[config.mk]
export PLATFORM = sky130hd
export DESIGN_NAME = axi_stream_insert_header_flat
export DESIGN_NICKNAME = d
export VERILOG_FILES = /design/src/rtl/axi_stream_insert_header_if.sv /design/src/rtl/axi_stream_insert_header.sv /design/src/flat_wrapper.sv
export SDC_FILE = /design/constraint.sdc
export NUM_CORES = 1
export LEC_CHECK = 0
export ABC_AREA = 1
export BUFFER_PORTS_ARGS = -buffer_cell sky130_fd_sc_hd__buf_4
export CELL_PAD_IN_SITES_DETAIL_PLACEMENT = 0
export CELL_PAD_IN_SITES_GLOBAL_PLACEMENT = 1
export CORE_ASPECT_RATIO = 0.7
export CORE_UTILIZATION = 41
export CTS_BUF_LIST = sky130_fd_sc_hd__clkbuf_8
export DETAILED_ROUTE_END_ITERATION = 10
export PLACE_DENSITY = 0.95
export SYNTH_ARGS = -nofsm -noshare
export SYNTH_HDL_FRONTEND = slang
export SYNTH_SLANG_ARGS = --single-unit
[constraint.sdc]
create_clock -name clk -period 9.5 [get_ports clk]
set_clock_uncertainty 0.15 [all_clocks]
set_input_delay 0.95 -clock clk [delete_from_list [all_inputs] [get_ports clk]]
set_output_delay 0.95 -clock clk [all_outputs]
set_load 0.1 [all_outputs]
[src/rtl/axi_stream_insert_header_if.sv]
`default_nettype none
// ============================================================================
// Module   : axi_stream_insert_header_if
// Desc     : Data, output and header channels of the header inserter.
// Revision : 1.0
// ============================================================================
interface axi_stream_insert_header_if #(
  parameter int DATA_WD      = 32,
  parameter int DATA_BYTE_WD = DATA_WD / 8,
  parameter int BYTE_CNT_WD  = $clog2(DATA_BYTE_WD)
);
  logic                    valid_in;
  logic [DATA_WD-1:0]      data_in;
  logic [DATA_BYTE_WD-1:0] keep_in;
  logic                    last_in;
  logic                    ready_in;

  logic                    valid_out;
  logic [DATA_WD-1:0]      data_out;
  logic [DATA_BYTE_WD-1:0] keep_out;
  logic                    last_out;
  logic                    ready_out;

  logic                    valid_insert;
  logic [DATA_WD-1:0]      data_insert;
  logic [DATA_BYTE_WD-1:0] keep_insert;
  logic [BYTE_CNT_WD-1:0]  byte_insert_cnt;
  logic                    ready_insert;

  modport slave (
    input  valid_in, data_in, keep_in, last_in, ready_out,
    input  valid_insert, data_insert, keep_insert, byte_insert_cnt,
    output ready_in, valid_out, data_out, keep_out, last_out, ready_insert
  );

  modport master (
    output valid_in, data_in, keep_in, last_in, ready_out,
    output valid_insert, data_insert, keep_insert, byte_insert_cnt,
    input  ready_in, valid_out, data_out, keep_out, last_out, ready_insert
  );
endinterface
`default_nettype wire

[src/rtl/axi_stream_insert_header.sv]
`default_nettype none
// ============================================================================
// Module   : axi_stream_insert_header
// Desc     : Prepends the valid bytes of a header word to the next packet.
// Revision : 1.0
// ============================================================================
module axi_stream_insert_header #(
  parameter int DATA_WD      = 32,
  parameter int DATA_BYTE_WD = DATA_WD / 8,
  parameter int BYTE_CNT_WD  = $clog2(DATA_BYTE_WD)
) (
  input  logic                       clk,
  input  logic                       rst,
  axi_stream_insert_header_if.slave  axis
);
  localparam int CNT_WD = BYTE_CNT_WD + 1;
  localparam int SUM_WD = BYTE_CNT_WD + 2;

  localparam logic [1:0] C_ST_IDLE   = 2'd0;
  localparam logic [1:0] C_ST_STREAM = 2'd1;
  localparam logic [1:0] C_ST_FLUSH  = 2'd2;
  localparam logic [1:0] C_ST_DRAIN  = 2'd3;

  logic [1:0]              r_state;
  logic [1:0]              w_state_nxt;
  logic [DATA_WD-1:0]      r_res;
  logic [CNT_WD-1:0]       r_res_cnt;
  logic                    r_valid_out;
  logic [DATA_WD-1:0]      r_data_out;
  logic [DATA_BYTE_WD-1:0] r_keep_out;
  logic                    r_last_out;

  logic                    w_ready_in;
  logic                    w_ready_insert;
  logic                    w_slot_free;
  logic                    w_hdr_hs;
  logic                    w_dat_hs;
  logic                    w_flush_ld;
  logic [DATA_WD-1:0]      w_data_msk;
  logic [CNT_WD-1:0]       w_data_cnt;
  logic [2*DATA_WD-1:0]    w_cat;
  logic [SUM_WD-1:0]       w_total;
  logic                    w_full;
  logic                    w_spill;
  logic [SUM_WD-1:0]       w_left;
  logic [CNT_WD-1:0]       w_hdr_len;
  logic [DATA_WD-1:0]      w_hdr_aligned;
  logic                    w_unused_keep_insert;

  function automatic logic [DATA_BYTE_WD-1:0] lead_ones(input logic [SUM_WD-1:0] n);
    lead_ones = ~({DATA_BYTE_WD{1'b1}} >> n);
  endfunction

  assign w_slot_free = !r_valid_out || axis.ready_out;
  assign w_hdr_hs    = axis.valid_insert && w_ready_insert;
  assign w_dat_hs    = axis.valid_in && w_ready_in;
  assign w_flush_ld  = (r_state == C_ST_FLUSH) && w_slot_free;

  // keep_insert only mirrors byte_insert_cnt, which is authoritative
  assign w_unused_keep_insert = ^axis.keep_insert;

  always_comb begin
    w_data_msk = '0;
    w_data_cnt = '0;
    for (int i = 0; i < DATA_BYTE_WD; i++) begin
      if (axis.keep_in[i]) begin
        w_data_msk[i*8 +: 8] = axis.data_in[i*8 +: 8];
        w_data_cnt           = w_data_cnt + CNT_WD'(1);
      end
    end
  end

  // Residual bytes sit left-aligned, so the new beat lands right behind them
  assign w_cat   = {r_res, {DATA_WD{1'b0}}}
                 | ({w_data_msk, {DATA_WD{1'b0}}} >> {r_res_cnt, 3'b000});
  assign w_total = SUM_WD'(r_res_cnt) + SUM_WD'(w_data_cnt);
  assign w_full  = w_total >= SUM_WD'(DATA_BYTE_WD);
  assign w_spill = w_total >  SUM_WD'(DATA_BYTE_WD);
  assign w_left  = w_full ? (w_total - SUM_WD'(DATA_BYTE_WD)) : '0;

  assign w_hdr_len     = CNT_WD'(axis.byte_insert_cnt) + CNT_WD'(1);
  assign w_hdr_aligned = axis.data_insert << {CNT_WD'(DATA_BYTE_WD) - w_hdr_len, 3'b000};

  always_ff @(posedge clk) begin
    if (rst) r_state <= C_ST_IDLE;
    else     r_state <= w_state_nxt;
  end

  always_comb begin
    w_state_nxt = r_state;
    case (r_state)
      C_ST_IDLE:   if (w_hdr_hs) w_state_nxt = C_ST_STREAM;
      C_ST_STREAM: if (w_dat_hs && axis.last_in) w_state_nxt = w_spill ? C_ST_FLUSH : C_ST_DRAIN;
      C_ST_FLUSH:  if (w_slot_free) w_state_nxt = C_ST_DRAIN;
      C_ST_DRAIN:  if (r_valid_out && axis.ready_out) w_state_nxt = C_ST_IDLE;
      default:     w_state_nxt = C_ST_IDLE;
    endcase
  end

  always_comb begin
    w_ready_in     = 1'b0;
    w_ready_insert = 1'b0;
    if (!rst) begin
      case (r_state)
        C_ST_IDLE:   w_ready_insert = 1'b1;
        C_ST_STREAM: w_ready_in     = w_slot_free;
        default:     ;
      endcase
    end
  end

  always_ff @(posedge clk) begin
    if (rst) begin
      r_res       <= '0;
      r_res_cnt   <= '0;
      r_valid_out <= 1'b0;
      r_data_out  <= '0;
      r_keep_out  <= '0;
      r_last_out  <= 1'b0;
    end else begin
      if (w_hdr_hs) begin
        r_res     <= w_hdr_aligned;
        r_res_cnt <= w_hdr_len;
      end else if (w_dat_hs) begin
        r_res     <= w_full ? w_cat[DATA_WD-1:0] : '0;
        r_res_cnt <= CNT_WD'(w_left);
      end else if (w_flush_ld) begin
        r_res     <= '0;
        r_res_cnt <= '0;
      end

      if (w_dat_hs) begin
        r_valid_out <= 1'b1;
        r_data_out  <= w_cat[2*DATA_WD-1:DATA_WD];
        r_keep_out  <= lead_ones(w_total);
        r_last_out  <= axis.last_in && !w_spill;
      end else if (w_flush_ld) begin
        r_valid_out <= 1'b1;
        r_data_out  <= r_res;
        r_keep_out  <= lead_ones(SUM_WD'(r_res_cnt));
        r_last_out  <= 1'b1;
      end else if (axis.ready_out) begin
        r_valid_out <= 1'b0;
      end
    end
  end

  assign axis.ready_in     = w_ready_in;
  assign axis.ready_insert = w_ready_insert;
  assign axis.valid_out    = r_valid_out;
  assign axis.data_out     = r_data_out;
  assign axis.keep_out     = r_keep_out;
  assign axis.last_out     = r_last_out;

endmodule
`default_nettype wire

[src/flat_wrapper.sv]
// flat-port wrapper written by rule: the top's interface ports become plain ports
module axi_stream_insert_header_flat 
#(
  parameter int DATA_WD      = 32,
  parameter int DATA_BYTE_WD = DATA_WD / 8,
  parameter int BYTE_CNT_WD  = $clog2(DATA_BYTE_WD)
)
  (clk, rst, axis_valid_in, axis_data_in, axis_keep_in, axis_last_in, axis_ready_out, axis_valid_insert, axis_data_insert, axis_keep_insert, axis_byte_insert_cnt, axis_ready_in, axis_valid_out, axis_data_out, axis_keep_out, axis_last_out, axis_ready_insert);
  axi_stream_insert_header_if #(.DATA_WD(DATA_WD), .DATA_BYTE_WD(DATA_BYTE_WD), .BYTE_CNT_WD(BYTE_CNT_WD)) axis_i ();
  input  logic clk;
  input  logic rst;
  input wire logic [$bits(axis_i.valid_in)-1:0] axis_valid_in;
  input wire logic [$bits(axis_i.data_in)-1:0] axis_data_in;
  input wire logic [$bits(axis_i.keep_in)-1:0] axis_keep_in;
  input wire logic [$bits(axis_i.last_in)-1:0] axis_last_in;
  input wire logic [$bits(axis_i.ready_out)-1:0] axis_ready_out;
  input wire logic [$bits(axis_i.valid_insert)-1:0] axis_valid_insert;
  input wire logic [$bits(axis_i.data_insert)-1:0] axis_data_insert;
  input wire logic [$bits(axis_i.keep_insert)-1:0] axis_keep_insert;
  input wire logic [$bits(axis_i.byte_insert_cnt)-1:0] axis_byte_insert_cnt;
  output wire logic [$bits(axis_i.ready_in)-1:0] axis_ready_in;
  output wire logic [$bits(axis_i.valid_out)-1:0] axis_valid_out;
  output wire logic [$bits(axis_i.data_out)-1:0] axis_data_out;
  output wire logic [$bits(axis_i.keep_out)-1:0] axis_keep_out;
  output wire logic [$bits(axis_i.last_out)-1:0] axis_last_out;
  output wire logic [$bits(axis_i.ready_insert)-1:0] axis_ready_insert;
  assign axis_i.valid_in = axis_valid_in;
  assign axis_i.data_in = axis_data_in;
  assign axis_i.keep_in = axis_keep_in;
  assign axis_i.last_in = axis_last_in;
  assign axis_i.ready_out = axis_ready_out;
  assign axis_i.valid_insert = axis_valid_insert;
  assign axis_i.data_insert = axis_data_insert;
  assign axis_i.keep_insert = axis_keep_insert;
  assign axis_i.byte_insert_cnt = axis_byte_insert_cnt;
  assign axis_ready_in = axis_i.ready_in;
  assign axis_valid_out = axis_i.valid_out;
  assign axis_data_out = axis_i.data_out;
  assign axis_keep_out = axis_i.keep_out;
  assign axis_last_out = axis_i.last_out;
  assign axis_ready_insert = axis_i.ready_insert;
  axi_stream_insert_header #(.DATA_WD(DATA_WD), .DATA_BYTE_WD(DATA_BYTE_WD), .BYTE_CNT_WD(BYTE_CNT_WD)) u_core (.clk(clk), .rst(rst), .axis(axis_i));
endmodule
# [After elaboration in Yosys (flattened, before gate mapping)]
# Index checks and enable logic that the tools add are counted.
[op_classes] magnitude_cmp=2 mux=35 n_shift=4 n_eq_ne=7 n_reduce_logical=14 bitwise_logic=3 add_sub_neg=7
[ops] cell="$mux 32" n=6
[ops] cell="$or 64x64->64" n=1
[ops] cell="$shr 64x6->64" n=1
[ops] cell="$mux 8" n=4
[ops] cell="$shl 32x6->32" n=1
[ops] cell="$mux 3" n=7
[ops] cell="$mux 1" n=11
[ops] cell="$mux 2" n=4
[ops] cell="$mux 4" n=2
[ops] cell="$ne 2x1->1 const B" n=4
[ops] cell="$not 4->4" n=2
[ops] cell="$pmux 2 s4" n=1
[ops] cell="$add 3x1->3 const B" n=2
[ops] cell="$logic_and 1x1->1" n=6
[ops] cell="$reduce_bool 3->1" n=2
[ops] cell="$add 3x3->4" n=1
[ops] cell="$eq 2x2->1 const B" n=2
[ops] cell="$ge 4x3->1 const B" n=1
[ops] cell="$gt 4x3->1 const B" n=1
[ops] cell="$reduce_and 4->1" n=1
[ops] cell="$shr 4x3->4 const A" n=1
[ops] cell="$shr 4x4->4 const A" n=1
[ops] cell="$add 2x1->3 const B" n=1
[ops] cell="$sub 3x3->3 const A" n=1
[ops] cell="other kinds (7)" n=8
[word_totals] output_inout_bits=40 word_cells=79 inputBits=80 regBits=75

# [Logic depth before layout (Yosys ltp)]
# Gate-level depths: netlist (run 1).
[logic_depth] ltp_word=12 depth_mapped=18 depth_no_buf=16

# [Least setup slack after synthesis (run 1)]
# Ideal clock, no wire load.
[synth_timing] kind="input-to-reg" from="input axis_keep_in[1]" to="register u_core.r_res[14]" cell_stages=16 n_path_buf=2 t_arrival_ns=3.745 setup_time_ns=0.066 setup_slack_ns=5.539 t_required_ns=9.284 cell_sequence="buf_2 -> clkbuf_1 -> inv_1 -> ha_1 -> xor2_1 -> ha_1 -> inv_1 -> o21ai_0 -> inv_1 -> fa_1 -> xor2_1 -> nand2_1 -> nand2_1 -> nor2_4 -> nand3_1 -> a21oi_2"
[synth_via] elab_chain_len=10 word_cells_on_any_way=13 cone_classes="add/sub (3); order compare (1); shift (1); mux (7); bitwise (1)"
[synth_rtl] item="start: declaration" line="flat_wrapper.sv:14" text="input wire logic [$bits(axis_i.keep_in)-1:0] axis_keep_in;"
[synth_rtl] item="$mux 3" line="axi_stream_insert_header.sv:66" text="if (axis.keep_in[i]) begin"
[synth_rtl] item="$add 3x1->3" line="axi_stream_insert_header.sv:68" text="w_data_cnt = w_data_cnt + CNT_WD'(1);"
[synth_rtl] item="$mux 3" line="axi_stream_insert_header.sv:66"
[synth_rtl] item="$add 3x1->3" line="axi_stream_insert_header.sv:68"
[synth_rtl] item="$mux 3" line="axi_stream_insert_header.sv:66"
[synth_rtl] item="$add 3x3->4" line="axi_stream_insert_header.sv:76" text="assign w_total = SUM_WD'(r_res_cnt) + SUM_WD'(w_data_cnt);"
[synth_rtl] item="$ge 4x3->1" line="axi_stream_insert_header.sv:77" text="assign w_full = w_total >= SUM_WD'(DATA_BYTE_WD);"
[synth_rtl] item="$mux 32 (*)" line="axi_stream_insert_header.sv:125" text="r_res <= w_full ? w_cat[DATA_WD-1:0] : '0;"
[synth_rtl] item="$mux 32 (*)" line="axi_stream_insert_header.sv:124" text="end else if (w_dat_hs) begin"
[synth_rtl] item="$mux 32 (*)" line="axi_stream_insert_header.sv:121" text="if (w_hdr_hs) begin"
[synth_rtl] item="end signal: assignment" line="axi_stream_insert_header.sv:122" text="r_res <= w_hdr_aligned;"
[synth_rtl] item="end signal: assignment" line="axi_stream_insert_header.sv:125"
[synth_rtl] item="end: declaration" line="axi_stream_insert_header.sv:26" text="logic [DATA_WD-1:0] r_res;"
# Every way passes the cells marked *; elsewhere a longest branch is shown, timed or not.
# A chain may end at the register's enable or synchronous reset.

# [Final worst setup path (run 1)]
[layout_timing] from="input axis_keep_in[1]" to="register u_core.r_res[3]"
# The elaborated chain is that of the path after synthesis.

==> flow_summary.ini, run 1 <==
[outcome]
status = complete, no violations

[grt]
track_usage_pct = 29.2
grt_pass1_wl_um = 28700
grt_max_degree = 59
antenna_found_initial = 0
grt_pass1_vias = 5245
grt_overflow_total = 0

[setup_path]
crit_path_start_kind = input pin
cpMaxStageDelayCell = fa_1
cp.arrival_ns = 4.05
critPathKind = input pin to flop
max_stage_delay_ns = 0.44
crit_top_cell = inv_1
cp.required_ns = 9.65
r2r_setup_slack_ns = 6.31
crit_chain = buf_4 -> inv_1 -> ha_1 -> xor2_1 -> ha_1 -> inv_1 -> o21ai_0 -> inv_1 -> fa_1 -> xor2_1 -> nand2_1 -> nand3_2 -> nor2_4 -> a21oi_1 -> nor2_1
path_max_fanout = 19
endpoint_kind = flop

[layout]
n_fill_cell = 1267
syn_to_final_growth_pct = 19.2
layout-drive-gt1-share_pct = 17.5
nNetsFinal = 1017
antenna_cells = 0
postLayoutCellArea_um2 = 6180
post-route-util_pct = 51.4

[sta]
setup_viol = 0
maxSlewViolCount = 0
holdWs_ns = 0.359
hold_viol = 0
rsz0062_at_grt = false
relSlewSlack_pct = 41.8
post-route-period-util_pct = 41.0
period_needed_ns = 3.90
final.setup.tns_ns = 0
tightest_slew_ns = 0.871
fmax_mhz = 257

[clock_network]
holdBufCountCts = 0
cts_tree = done
htreeDepth = 3
clock_latency_ns = 0.37
cts-resized-gates = 0
path_clk_slew_ns = 0.08
cts_num_sinks = 75
cts_made_buffers = 9
clk_path_buf_depth = 2
cts_root_buffer = clkbuf_8
post_cts_buffers = 0

[detailed_routing]
wirelength_um = 18600
firstDrtPassIters = 5
drt-wirelength-per-cell_um = 17.1
dr_total_vias = 5967
ant_nets = 0
drt-initial-drc-count = 702
via_per_inst = 5.50
drcViolationCount = 0

[yosys]
yosysUniqueCellTypes = 33
seq_area_frac_synth_pct = 29.0
synthCells = 851
yosysWarnings = 0
synthesis.nets = 944
ys_ff_latch = 75
synthesis.area_um2 = 5180
syn_avg_cell_area_um2 = 6.09

[floorplan]
die_y_um = 96.1
die_w_um = 136
initial_core_util_pct = 43.1
core_region_area_um2 = 12000
fp.dieArea_um2 = 13100
fp-row-count = 33
pin_count = 120

[power]
leakagePower_uw = 0.00287
power_uw = 1850
pwr_density_cell_nw_per_um2 = 300
ir_drop_v = 0.000291

[place]
place_area_um2 = 6000
dp_hpwl_um = 13200
place.gp.congestion = 0.893
port_buffers = 115

[worst_hold_path]
min_path_type = flop to flop

[flow_run]
cap_viol_max_count = 0
kinds of logic (layout without fill, tap and decap cells):
group	count (synthesis)	after routing	share of synthesized area, %
flip-flops	75	75	29.0
XOR/XNOR	4	4	0.676
adder cells (fa/ha/maj)	13	13	3.28
AO/OA/AOI/OAI	218	218	22.3
AND/OR/NAND/NOR	427	427	35.2
buffers and inverters	114	191	9.49
routing by layer:
layer,GRT usage (%),share of wire [%],up-vias
met5,0,0,-
met2,39.5,38,342
met1,43.4,47,2638
li1,-,-,2969
met3,9.32,13,18
met4,7.78,1.4,0
registers in the layout, summed over array words and instances, names as in the netlist:
name	cells
u_core.axis.data_out	32
u_core.axis.keep_out	4
u_core.axis.last_out	1
u_core.r_res_cnt	3
u_core.axis.valid_out	1
u_core.r_res	32
u_core.r_state	2
synthesized netlist by cell type, drive strengths merged:
| master | number | area share, % |
|---|---|---|
| nand4 | 19 | 2.3 |
| ha | 12 | 2.9 |
| nor3 | 9 | 0.87 |
| a211oi | 8 | 1.2 |
| or2 | 1 | 0.12 |
| dfxtp | 75 | 29 |
| nor2 | 128 | 10 |
| clkbuf | 25 | 1.8 |
| a31oi | 2 | 0.24 |
| o211ai | 12 | 1.7 |
| fa | 1 | 0.39 |
| inv | 55 | 4.0 |
| xor2 | 4 | 0.68 |
| o21ai | 118 | 11 |
| o22ai | 5 | 0.60 |
| a21oi | 73 | 7.2 |
| buf | 34 | 3.6 |
| nand3 | 59 | 6.0 |
| nand2 | 211 | 16 |
critical path, delay by kind of cell:
family / cells / cell delay (ns)
compound gates: 2 / 0.37
xor+xnor: 2 / 0.38
fa+ha+maj: 3 / 1.04
buf+inv: 4 / 0.46
simple gates: 4 / 0.83
per-stage QoR:
stage,std cells,worst slack (ns)
final,1085,5.60
after global routing,1085,5.39
after CTS,1085,5.66
after detailed placement,1070,5.28
after global placement,1070,5.32
after floorplan,851,5.54
where the power goes:
part	internal, uW	total, uW	switching (uW)	leakage [uW]
Clock	116	239	122	0.000103
Sequential	436	507	70.7	0.000616
Combinational	243	1110	866	0.00215
Total	795	1850	1060	0.00287
layout make-up:
class / instances / area [um2] / share of cell area (%)
clock buffers: 9 / 124 / 2.00
clock inverters: 6 / 51.3 / 0.830
inverters: 55 / 209 / 3.38
multi-input cells: 662 / 3190 / 51.6
flip-flops and latches: 75 / 1500 / 24.3
well taps: 157 / 196 / 3.18
repair buffers: 121 / 908 / 14.7
placed cells by master (no fill, tap or decap), types with 8 or more instances in the layout:
master | Yosys | final
a211oi_1 | 8 | 8
a21oi_1 | 71 | 71
buf_4 | 4 | 121
clkbuf_8 | 0 | 9
dfxtp_1 | 75 | 75
ha_1 | 12 | 12
inv_1 | 43 | 46
inv_2 | 11 | 11
nand2_1 | 205 | 205
nand3_1 | 57 | 57
nand4_1 | 19 | 19
nor2_1 | 121 | 121
nor3_1 | 9 | 9
o211ai_1 | 12 | 12
o21ai_0 | 65 | 65
o21ai_1 | 53 | 53
worst paths after layout:
kind / from / end / cells past startpoint
max: axis_keep_in[1] / u_core.r_res[3] / 15
min: u_core.r_res[14] / u_core.axis.data_out[14] / 2
max reg2reg: u_core.r_state[1] / u_core.axis.data_out[30] / 9
min reg2reg: u_core.r_res[14] / u_core.axis.data_out[14] / 2
No activity file was read; power rests on OpenSTA's default activity.
==> run 2, diff against run 1 <==
CORE_UTILIZATION = 35   (was 41)
PLACE_DENSITY = 0.9   (was 0.95)
clock period = 3.44 ns   (was 9.5 ns; I/O delays follow)
==> run 2 against run 1 <==
Effect of this change:
- combinational power grew to 2.8 times the previous value
- via count rose by 3.3%
- largest cell class unchanged
- worst hold slack lost 0.30 ns
==> flow_summary.ini, run 2 (same netlist as run 1, synthesis figures left out) <==
[place]
place_area_um2 = 6110
place.gp.congestion = 0.888
dp_hpwl_um = 13600
port_buffers = 115

[sta]
fmax_mhz = 323
holdWs_ns = 0.0551
post-route-period-util_pct = 89.9
final.setup.tns_ns = 0
rsz0062_at_grt = false
hold_viol = 0
maxSlewViolCount = 0
tightest_slew_ns = 0.723
relSlewSlack_pct = 51.8
setup_viol = 0
period_needed_ns = 3.09

[setup_path]
path_max_fanout = 10
crit_top_cell = inv_1
critPathKind = input pin to flop
crit_path_start_kind = input pin
max_stage_delay_ns = 0.44
cp.required_ns = 3.59
cp.arrival_ns = 3.25
cpMaxStageDelayCell = fa_1
crit_buf_inv = 4
endpoint_kind = flop
crit_family = adder cells
crit_chain = buf_4 -> inv_1 -> ha_1 -> xor2_1 -> ha_1 -> inv_1 -> o21ai_0 -> inv_1 -> fa_1 -> xor2_1 -> nand2_1 -> nand2_1 -> nor2_4 -> nand3_1 -> a21oi_2

[layout]
syn_to_final_growth_pct = 23.3
layout_common_cells = 205 x nand2_1, 130 x buf_4, 121 x nor2_1
nNetsFinal = 1026
layout-drive-gt1-share_pct = 18.6
mostFrequentLayoutCell = nand2_1
postLayoutCellArea_um2 = 6390
antenna_cells = 0
n_fill_cell = 1541

[detailed_routing]
drcViolationCount = 0
dr_total_vias = 6166
via_per_inst = 5.47
ant_nets = 0
drt-wirelength-per-cell_um = 16.8
wirelength_um = 18900
firstDrtPassIters = 5
drt-initial-drc-count = 761

[worst_hold_path]
min_path_type = input pin to flop

[clock_network]
cts_root_buffer = clkbuf_8
path_clk_slew_ns = 0.08
cts_tree = done
cts_made_buffers = 9
cts_num_sinks = 75
cts-resized-gates = 0
holdBufCountCts = 0
clk_path_buf_depth = 2
htreeDepth = 3
post_cts_buffers = 0
clock_latency_ns = 0.37

[grt]
antenna_found_initial = 0
grt_pass1_wl_um = 30100
grt_pass1_vias = 5481
grt_max_degree = 73
grt_overflow_total = 0
track_usage_pct = 25.1

[floorplan]
fp.dieArea_um2 = 15300
die_w_um = 147
fp-row-count = 36
die_y_um = 104
initial_core_util_pct = 36.5
pin_count = 120
core_region_area_um2 = 14200

[power]
pwr_density_cell_nw_per_um2 = 850
leakagePower_uw = 0.00295
ir_drop_v = 0.000302
power_uw = 5430

[flow_run]
cap_viol_max_count = 0

[outcome]
status = complete, no violations
==> run 2: cell count changes in the layout (fill, tap and decap cells not counted), sizes merged <==
cell    previous run  this run
buf              121       130
bufinv             1         4
clkbuf             9        11
clkinv             2         0
inv               58        56
==> run 2: per-layer routing <==
| layer | GRT usage, % | up-vias | share of wire, % |
|---|---|---|---|
| met5 | 0 | - | 0 |
| met4 | 6.04 | 0 | 1.2 |
| met3 | 5.20 | 23 | 11 |
| met2 | 34.4 | 338 | 39 |
| met1 | 38.9 | 2816 | 49 |
| li1 | - | 2989 | - |
==> run 2: layout make-up <==
cell class | instances | area [um2] | share of cell area, %
multi-input cells | 662 | 3190 | 49.9
flip-flops and latches | 75 | 1500 | 23.5
repair buffers | 130 | 976 | 15.3
well taps | 190 | 238 | 3.72
inverters | 55 | 209 | 3.27
clock buffers | 11 | 151 | 2.37
clock inverters | 5 | 124 | 1.94
==> run 2: path summary, 6_finish.rpt <==
check        cells after the start  slack, ns              start                       end
min                              2       0.06                rst       u_core.r_res_cnt[0]
max                             15       0.35    axis_keep_in[0]          u_core.r_res[15]
max reg2reg                     11       0.83  u_core.r_state[0]          u_core.r_res[15]
min reg2reg                      2       0.34   u_core.r_res[26]  u_core.axis.data_out[26]
==> run 2: where the power goes <==
group          internal [uW]  switching [uW]  leakage (uW)
Clock                    593             346      0.000141
Combinational            690            2400       0.00220
Sequential              1200             197      0.000616
Total                   2490            2940       0.00295
==> run 2: stage by stage <==
stage | setup WS (ns) | instances | util [%]
2_1_floorplan | 0.0853 | 851 | -
3_3_place_gp | 0.125 | 1112 | 43.1
3_5_place_dp | 0.0639 | 1112 | 43.1
4_1_cts | 0.374 | 1128 | 45.0
5_1_grt | 0.201 | 1128 | 45.0
6_report | 0.347 | 1128 | 45.0
==> run 3, diff against run 2 <==
RECOVER_POWER = 100   (was default)
==> run 3 against run 2 <==
Effect of this change:
- clock power barely moved
- maximum frequency fell by 2.5%
- wire length rose by 0.14%
- sequential share of layout area rose by 0.77 points
- largest cell class unchanged
- utilization fell by 1.4 points
- non-clock buffer count did not move
- sequential power barely moved
- critical path type unchanged
- global-route usage did not move
- power fell by 3.3%
- die area did not move
- flip-flop and latch count did not move
- final area fell by 3.2%
==> flow_summary.ini, run 3 (same netlist as run 1, synthesis figures left out) <==
[sta]
tightest_slew_ns = 1.19
relSlewSlack_pct = 21.2
rsz0062_at_grt = false
hold_viol = 0
setup_viol = 0
post-route-period-util_pct = 92.3
maxSlewViolCount = 0
final.setup.tns_ns = 0
fmax_mhz = 315
worst_slack_ns = 0.266
period_needed_ns = 3.17

[setup_path]
endpoint_kind = flop
path_max_fanout = 6
cp.required_ns = 3.51
critPathKind = input pin to flop
cp.arrival_ns = 3.25
crit_path_start_kind = input pin

[layout]
multi_input_area_um2 = 3150
mostFrequentLayoutCell = nand2_1
nNetsFinal = 1026
n_fill_cell = 1578
syn_to_final_growth_pct = 19.4
final_cell_count_no_fill = 1128
area.sequential_um2 = 1500
layout-drive-gt1-share_pct = 13.2
antenna_cells = 0
layout_common_cells = 207 x nand2_1, 122 x nor2_1, 88 x buf_4

[clock_network]
clk_path_buf_depth = 2
cts_num_sinks = 75
cts_made_buffers = 9
cts_root_buffer = clkbuf_8
cts-resized-gates = 0
post_cts_buffers = 0
holdBufCountCts = 0
cts_tree = done
clock_latency_ns = 0.36
path_clk_slew_ns = 0.08
htreeDepth = 3

[place]
dp_hpwl_um = 13600
place.gp.congestion = 0.888
port_buffers = 115
place_ws_ns = 0.0639
dp_cells = 1112

[floorplan]
core_region_area_um2 = 14200
pin_count = 120
die_y_um = 104
fp-row-count = 36
die_w_um = 147
initial_core_util_pct = 36.5
fp.dieArea_um2 = 15300

[power]
ir_drop_v = 0.000286
leakagePower_uw = 0.00277
pwr_density_cell_nw_per_um2 = 849

[grt]
grt_max_degree = 73
grt_pass1_wl_um = 30100
track_usage_pct = 25.1
grt_pass1_vias = 5481
antenna_found_initial = 0
grt_overflow_total = 0

[detailed_routing]
via_per_inst = 5.42
drcViolationCount = 0
drt-wirelength-per-cell_um = 16.8
dr_total_vias = 6115
firstDrtPassIters = 5
drt-initial-drc-count = 782
wirelength_um = 18900
ant_nets = 0

[worst_hold_path]
min_path_type = input pin to flop

[outcome]
status = complete, no violations

[flow_run]
cap_viol_max_count = 0
run 3: critical path, stage by stage:
cell and delay (ns):
buf_4 0.10, inv_1 0.04, ha_1 0.31, xor2_1 0.19, ha_1 0.29, inv_1 0.04, o21ai_0 0.27, inv_1 0.11
fa_1 0.44, xor2_1 0.19, nand2_1 0.15, nand3_1 0.19, clkbuf_1 0.37, nor2_1 0.08, nand2_1 0.07, a21oi_1 0.07
run 3: metrics by stage:
step	utilization (%)	hold slack (ns)	instance area (um2)	total power, uW
global placement	43.1	0.307	6110	4450
finish	43.6	0.0428	6190	5250
CTS	45.0	0.0515	6390	5400
detailed placement	43.1	0.322	6110	4460
floorplan	-	0.263	5180	3730
global route	43.6	0.0388	6190	5530
run 3: final cells by class:
type	instances	area share, %
multi-input combinational	662	50.8
sequential	75	24.3
timing repair buffer	130	13.2
tap	190	3.84
inverter	55	3.38
clock buffer	11	2.45
clock inverter	5	2.00
run 3: final timing paths:
kind	slack (ns)	end	startpoint	cells past startpoint
setup / recovery	0.27	u_core.r_res[28]	axis_keep_in[0]	16
hold / removal	0.04	u_core.r_res_cnt[0]	rst	2
setup reg to reg	0.45	u_core.axis.data_out[15]	u_core.r_state[1]	10
hold reg to reg	0.34	u_core.axis.data_out[26]	u_core.r_res[26]	2
run 3: report_power, final:
part | total, uW | internal [uW] | leakage (uW) | switching, uW
clock | 937 | 593 | 0.000141 | 344
sequential | 1400 | 1200 | 0.000616 | 192
combinational | 2920 | 530 | 0.00202 | 2390
run 3: per-layer routing:
layer	wire, um	track usage, %
met2	7410	34.4
met1	9280	38.9
met3	2010	5.20
met5	0	0
met4	234	6.04
